## src/rtl/bcd_to_binary_seq.sv

```systemverilog
// ----------------------------------------------------------------------------
// bcd_to_binary_seq : sequential 3-digit BCD to 10-bit binary converter
// Revision 1.0 - initial release
// ----------------------------------------------------------------------------
`default_nettype none

module bcd_to_binary_seq (
  input  logic       clk,
  input  logic       rst,
  input  logic       start,
  input  logic [3:0] Centenas,
  input  logic [3:0] Decenas,
  input  logic [3:0] Unidades,
  output logic [9:0] Binario,
  output logic       busy,
  output logic       done,
  output logic       error
);

  typedef enum logic [1:0] {
    IDLE  = 2'd0,
    SHIFT = 2'd1,
    DONE  = 2'd2
  } state_t;

  localparam logic [3:0] LAST_ITER = 4'd9;

  state_t      state_q, state_d;
  logic [21:0] work_q, work_d;
  logic [3:0]  cnt_q, cnt_d;
  logic [9:0]  bin_q, bin_d;
  logic        busy_q, busy_d;
  logic        done_q, done_d;
  logic        error_q, error_d;
  logic        err_pend_q, err_pend_d;

  logic        w_digit_bad;
  logic [21:0] w_shifted;
  logic [21:0] w_iter;

  assign w_digit_bad = (Centenas > 4'd9) || (Decenas > 4'd9) || (Unidades > 4'd9);
  assign w_shifted   = work_q >> 1;

  // Each digit field is corrected in isolation so no borrow crosses fields.
  always_comb begin
    w_iter = w_shifted;
    for (int i = 0; i < 3; i++) begin
      if (w_shifted[10 + 4*i +: 4] >= 4'd8) begin
        w_iter[10 + 4*i +: 4] = w_shifted[10 + 4*i +: 4] - 4'd3;
      end
    end
  end

  always_comb begin
    state_d    = state_q;
    work_d     = work_q;
    cnt_d      = cnt_q;
    bin_d      = bin_q;
    busy_d     = busy_q;
    done_d     = 1'b0;
    error_d    = error_q;
    err_pend_d = err_pend_q;

    case (state_q)
      IDLE: begin
        // A rejected request waits one IDLE cycle before reporting.
        if (err_pend_q) begin
          err_pend_d = 1'b0;
          bin_d      = 10'd0;
          error_d    = 1'b1;
          done_d     = 1'b1;
          busy_d     = 1'b0;
          state_d    = DONE;
        end else if (start) begin
          work_d = {Centenas, Decenas, Unidades, 10'b0};
          cnt_d  = 4'd0;
          if (w_digit_bad) begin
            err_pend_d = 1'b1;
          end else begin
            busy_d  = 1'b1;
            state_d = SHIFT;
          end
        end
      end

      SHIFT: begin
        work_d = w_iter;
        cnt_d  = cnt_q + 4'd1;
        if (cnt_q == LAST_ITER) begin
          bin_d   = w_iter[9:0];
          done_d  = 1'b1;
          busy_d  = 1'b0;
          error_d = 1'b0;
          state_d = DONE;
        end
      end

      DONE: begin
        state_d = IDLE;
      end

      default: begin
        state_d = IDLE;
        busy_d  = 1'b0;
      end
    endcase
  end

  always_ff @(posedge clk or posedge rst) begin
    if (rst) begin
      state_q    <= IDLE;
      work_q     <= 22'd0;
      cnt_q      <= 4'd0;
      bin_q      <= 10'd0;
      busy_q     <= 1'b0;
      done_q     <= 1'b0;
      error_q    <= 1'b0;
      err_pend_q <= 1'b0;
    end else begin
      state_q    <= state_d;
      work_q     <= work_d;
      cnt_q      <= cnt_d;
      bin_q      <= bin_d;
      busy_q     <= busy_d;
      done_q     <= done_d;
      error_q    <= error_d;
      err_pend_q <= err_pend_d;
    end
  end

  assign Binario = bin_q;
  assign busy    = busy_q;
  assign done    = done_q;
  assign error   = error_q;

endmodule

`default_nettype wire

```

## config.mk

```make
export PLATFORM = sky130hd
export DESIGN_NAME = bcd_to_binary_seq
export DESIGN_NICKNAME = d
export VERILOG_FILES = /design/src/rtl/bcd_to_binary_seq.sv
export SDC_FILE = /design/constraint.sdc
export NUM_CORES = 1
export LEC_CHECK = 0
export ABC_AREA = 1
export CAP_MARGIN = 20
export CORE_UTILIZATION = 50
export CTS_BUF_LIST = sky130_fd_sc_hd__clkbuf_16
export DETAILED_ROUTE_END_ITERATION = 16
export PLACE_DENSITY_LB_ADDON = 0.25
export SLEW_MARGIN = 15
export SYNTH_ARGS = -nofsm -noshare
export SYNTH_HDL_FRONTEND = slang
export SYNTH_SLANG_ARGS = --single-unit
```

## constraint.sdc

```tcl
create_clock -name clk -period 1.6 [get_ports clk]
set_input_delay 0.4 -clock clk [delete_from_list [all_inputs] [get_ports clk]]
set_output_delay 0.4 -clock clk [all_outputs]
set_load 0.03 [all_outputs]
```

==> results.txt, run 1 <==
Status - finished, final reports clean
CP max stage cell - clkdlybuf4s50_1
Area grow syn2layout - 26.0%
Final nets - 264
Antenna violations before repair - 0
Hold-fix buffers, CTS - 0
Die Wd - 63.8 µm
GPL Wtd Cong - 0.746
# port buffers - 27
Critical path buffer and inverter count - 2
Slew Viols, Final - 0
Internal power - 3.15 mW
Post-synthesis cell type count - 22
Via density per instance - 5.04
DR DRC count - 0
Diode count - 0
Synthesized area - 1910 µm²
GRT Residual Overflow - 0
Post-Synthesis Cells - 212
Via Count - 1468
Worst-path clk slew - 60 ps
Syn Nets - 233
Switching share of power - 41.7%
F_max - 0.663 GHz
Largest net degree at the start of global routing - 42
CTS root buf - clkbuf_16
Max_slew headroom - 67.5%
Final Skew - 2.91 ps
Crit-path max FO - 12
Worst hold path class - reg2reg
Number of post-CTS setup repair buffers - 0
Num ports - 28
Clk sinks - 41
Worst hold slack - 468 ps
Vias in the first global route - 1435
# setup viols final - 0
Commonest cells after routing, fill and taps aside - 52 x nand2_1, 41 x dfrtp_1, 19 x o21ai_0
Finished Cell Area - 2400 µm²
Critical path class - in2reg
TritonCTS clock tree - done
Endpoint class of the critical path - flip-flop
Sw Pwr - 2.25 mW
Worst path depth - 6
H-tree depth - 2
Post_cts resized - 13
Total CTS buffers - 5
Post-Route WL - 3740 µm
Core footprint - 3660 µm²
Reg2Reg Depth - 7
CP Data Required Time - 1760 ps
Combinational Power Share - 45.8%
Routed len/inst - 12.8 µm
Pre-antenna DRT Iters - 4
PD cells - 2250 nW/µm²
Initial Util - 52.1%
Max_cap viols - 0
CP Launch Type - primary input
Initial DRC count - 93
Worst slew pin tran - 484 ps
Post-Syn Area per Cell - 9.00 µm²
P_leak - 1.16 nW
Hpwl dp - 2460 µm
Final min period - 1510 ps
Crit path cell chain - clkdlybuf4s50_1 -> nand2_1 -> nand2_1 -> clkinvlp_4 -> nand2_1 -> nand3_1
Worst path max stage delay - 540 ps
Die Area - 4070 µm²
Hold depth - 2
Sequential share of power - 33.8%
Final Cycle Share - 94.2%
VDD IR max - 1.25 mV
Total number of yosys warnings - 0
Design Power - 5.40 mW
First-pass GRT wire length - 6490 µm
Most used cell, CP - nand2_1
Arrival time of the worst setup path - 1670 ps
Yosys reg bits - 41
Commonest non-fill, non-tap cell in the layout - nand2_1
Seq/Total Area, Yosys - 53.8%
Hold Fails Final Rpt - 0
Clock share of power - 20.4%
Delay-heaviest family, CP - buffers and inverters
RSZ-0062 raised after global routing - no
Max Buffers Root-to-Sink - 2
Share of cells above drive strength 1 - 10.3%
Chip height - 63.8 µm
Placed instance area - 2260 µm²
Skew-Pair Late Insertion Delay - 280 ps
Num rows - 22
Detail Route Antenna Nets - 0
Tot GR Track Use - 21.4%
[final timing paths]
check                                 from         end  slack [ps]
worst max-delay path                 start  work_q[10]          90
min in group asynchronous              rst  Binario[1]         490
worst max register to register  state_q[0]  work_q[15]         130
worst min-delay path                  busy        busy         470
max in group asynchronous              rst  work_q[14]         920
worst min register to register        busy        busy         470
[through the flow]
step	setup TNS [ps]	setup slack, ps	cells	utilization, %
floorplan	0	254	212	-
global placement	-371	-60.6	284	61.6
detailed placement	-1120	-113	284	61.6
CTS	0	98.6	291	65.6
global route	0	2.23	291	65.7
finish	0	92.8	291	65.7
[cell type report]
class                   count  area, µm²
fillers                   294       1260
flip-flops and latches     41       1030
multi-input cells         143        749
repair buffers             32        329
clock buffers               5        125
inverters                  20       78.8
well taps                  48       60.1
clock inverters             2       35.0
[power groups by stage]
stage / sequential (mW) / clock, mW / combinational [mW]
5_1_grt: 1.88 / 1.17 / 2.78
6_report: 1.82 / 1.10 / 2.47
4_1_cts: 1.82 / 1.12 / 2.48
3_3_place_gp: 1.82 / 0 / 2.51
3_5_place_dp: 1.84 / 0 / 2.55
2_1_floorplan: 2.09 / 0 / 1.58
[logic make-up after synthesis]
kind of cell    count (synthesis)  share of synthesized area [%]
compound gates                 51                           16.1
xor+xnor                        4                           1.84
fa+ha+maj                       6                           3.93
buf+inv                        28                           6.95
flops                          41                           53.8
simple gates                   82                           17.4
[flip-flops by register name, indices dropped and copies added (netlist names)]
name	flops
busy	1
cnt_q	4
err_pend_q	1
done	1
error	1
work_q	21
Binario	10
state_q	2
[tightest hold or removal path, cell delays in order, from the launching register on]
cell and delay (ps):
dfrtp_1 340, nand2_1 50, nand2_1 50
[synthesized netlist by cell type]
library cell  instances  area share [%]
a21oi_1              12             3.1
a21oi_2               8             3.7
buf_2                 4             1.0
buf_4                 2            0.79
buf_6                 2             1.2
dfrtp_1              41              54
ha_1                  6             3.9
inv_1                19             3.7
inv_2                 1            0.20
nand2_1              52              10
nand3_1              12             3.1
nor2_1               16             3.1
nor2_4                1            0.59
nor3_1                1            0.26
o211ai_1              3             1.2
o211ai_2              1            0.66
o21ai_0              19             5.0
o21ai_1               4             1.0
o21ai_2               1            0.46
o22ai_1               3            0.98
xnor2_1               2            0.92
xor2_1                2            0.92
[metal layers]
layer / GRT usage, % / wire (µm) / up-vias
met2: 33.5 / 1800 / 20
li1: - / - / 752
met4: 9.09 / 57 / 0
met3: 6.96 / 111 / 6
met5: 0 / 0 / -
met1: 27.2 / 1760 / 690
No activity file was read; power rests on OpenSTA's default activity.
==> inputs of run 2 (changes only) <==
Settings changed: PLACE_DENSITY set to 0.74, PLACE_DENSITY_LB_ADDON 0.25 to unset.
==> results.txt, run 2 (same netlist as run 1, synthesis figures left out) <==
Combinational Power Share - 46.2% (was 45.8%)
Final worst slack - 139 ps (was 92.8 ps)
Reg2Reg Launch Point - cnt_q[1] (was state_q[0])
Reg2Reg Depth - 7 (unchanged)
Skew-Pair Late Insertion Delay - 280 ps (about the same)
Switching share of power - 41.3% (was 41.7%)
Pre-antenna DRT Iters - 4 (unchanged)
# setup viols final - 0 (unchanged)
Endpoint class of the critical path - flip-flop (unchanged)
Placed Cells incl. Taps - 287 (was 284)
Worst slew pin tran - 467 ps (was 484 ps)
P_leak - 1.18 nW (was 1.16 nW)
Arrival time of the worst setup path - 1620 ps (was 1670 ps)
Antenna violations before repair - 0 (unchanged)
Post_cts resized - 13 (unchanged)
Vias in the first global route - 1425 (was 1435)
Internal power - 3.19 mW (was 3.15 mW)
Die Area - 4070 µm² (unchanged)
Most used cell, CP - nand2_1 (unchanged)
Biggest register - work_q (unchanged)
Final design utilization - 66.2% (was 65.7%)
F_max - 0.684 GHz (was 0.663 GHz)
Commonest non-fill, non-tap cell in the layout - nand2_1 (unchanged)
GRT Residual Overflow - 0 (unchanged)
Number of post-CTS setup repair buffers - 0 (unchanged)
Setup WS pre-CTS - -134 ps (was -113 ps)
FF-to-FF End - Binario[4] (was work_q[15])
Crit path cell chain - clkdlybuf4s50_1 -> nand2_1 -> nand2_1 -> inv_1 -> nand2_1 -> nand3_1 (was clkdlybuf4s50_1 -> nand2_1 -> nand2_1 -> clkinvlp_4 -> nand2_1 -> nand3_1)
Area taken by multi-input logic gates - 749 µm² (unchanged)
Origin of the worst setup path - start (unchanged)
Max_cap viols - 0 (unchanged)
Num rows - 22 (unchanged)
Initial Util - 52.1% (unchanged)
Chip height - 63.8 µm (unchanged)
CP Data Required Time - 1760 ps (about the same)
CTS root buf - clkbuf_16 (unchanged)
Worst path max stage delay - 570 ps (was 540 ps)
Share of cells above drive strength 1 - 11.0% (was 10.3%)
VDD IR max - 1.26 mV (was 1.25 mV)
Max Buffers Root-to-Sink - 2 (unchanged)
Diode count - 0 (unchanged)
Post-Route WL - 3710 µm (was 3740 µm)
Via Count - 1503 (was 1468)
Total CTS buffers - 5 (unchanged)
Detail Route Antenna Nets - 0 (unchanged)
Worst hold path class - reg2reg (unchanged)
Placed instance area - 2280 µm² (was 2260 µm²)
Worst-path clk slew - 60 ps (about the same)
Critical path buffer and inverter count - 2 (unchanged)
Final Cycle Share - 91.3% (was 94.2%)
Via density per instance - 5.11 (was 5.04)
Max_slew headroom - 68.6% (was 67.5%)
Worst Hold Launch - busy (unchanged)
Critical path class - in2reg (unchanged)
R2R Setup Slk - 170 ps (was 130 ps)
Final nets - 267 (was 264)
Finished Cell Area - 2420 µm² (was 2400 µm²)
Clock share of power - 20.3% (was 20.4%)
Initial DRC count - 84 (was 93)
Area grow syn2layout - 27.0% (was 26.0%)
Tot GR Track Use - 21.1% (was 21.4%)
Core footprint - 3660 µm² (unchanged)
Die Wd - 63.8 µm (unchanged)
Final Skew - 2.55 ps (was 2.91 ps)
# port buffers - 27 (unchanged)
Delay-heaviest family, CP - buffers and inverters (unchanged)
Clk sinks - 41 (unchanged)
Worst Hold Path EP - busy (unchanged)
Setup_tns - 0 ps (unchanged)
Sw Pwr - 2.25 mW (about the same)
Crit-path max FO - 12 (unchanged)
Num ports - 28 (unchanged)
TritonCTS clock tree - done (unchanged)
Register area - 1030 µm² (unchanged)
PD cells - 2250 nW/µm² (about the same)
Hpwl dp - 2540 µm (was 2460 µm)
H-tree depth - 2 (unchanged)
Worst path depth - 6 (unchanged)
Slew Viols, Final - 0 (unchanged)
Routed len/inst - 12.6 µm (was 12.8 µm)
Largest net degree at the start of global routing - 42 (unchanged)
Max reg flops - 21 (unchanged)
RSZ-0062 raised after global routing - no (unchanged)
Hold depth - 2 (unchanged)
Commonest cells after routing, fill and taps aside - 52 x nand2_1, 41 x dfrtp_1, 19 x inv_1, 19 x o21ai_0, 16 x nor2_1 (was 52 x nand2_1, 41 x dfrtp_1, 19 x o21ai_0)
Hold Fails Final Rpt - 0 (unchanged)
Final min period - 1460 ps (was 1510 ps)
CP Launch Type - primary input (unchanged)
First-pass GRT wire length - 6440 µm (was 6490 µm)
Hold-fix buffers, CTS - 0 (unchanged)
Filler cell count - 305 (was 294)
Status - finished, final reports clean (unchanged)
Non-filler instance count after layout - 294 (was 291)
CP max stage cell - clkdlybuf4s50_1 (unchanged)
GPL Wtd Cong - 0.799 (was 0.746)
DR DRC count - 0 (unchanged)
Sequential share of power - 33.5% (was 33.8%)
## run 2: through the flow
step                      power (mW)  hold WS (ps)
final                           5.44           465
after detailed placement        4.45           461
after global placement          4.38           453
after floorplan                 3.66           442
after global routing            5.88           495
after CTS                       5.47           472
## run 2: power by group through the flow
stage                     clock (mW)  sequential [mW]  combinational [mW]
after floorplan                    0             2.09                1.58
after global placement             0             1.82                2.56
after detailed placement           0             1.84                2.62
after CTS                       1.12             1.82                2.53
after global routing            1.17             1.89                2.82
final                           1.11             1.82                2.52
## run 2: per-layer routing
layer,part of all wire (%),vias to the layer above,track usage (%)
li1,-,756,-
met1,48,711,28.2
met2,47,32,33.5
met3,4.6,4,5.36
met4,0.84,0,6.82
met5,0,-,0
## run 2: cell type report
cell class,instances,share of cell area [%]
Tap cell,48,2.48
Timing Repair Buffer,35,14.5
Sequential cell,41,42.4
Multi-Input combinational cell,143,30.9
Clock buffer,5,5.17
Clock inverter,2,1.45
Inverter,20,3.10
## run 2: worst max path at each step
stage                      end  slack, ps
floorplan           Binario[0]        250
global placement      cnt_q[3]        -70
detailed placement  work_q[10]       -130
CTS                 work_q[10]        140
global route        Binario[5]         20
finish              work_q[10]        140
## run 2: worst min-delay path, stage by stage, from the launching register on
cell and delay [ps]:
dfrtp_1 330, nand2_1 50, nand2_1 50
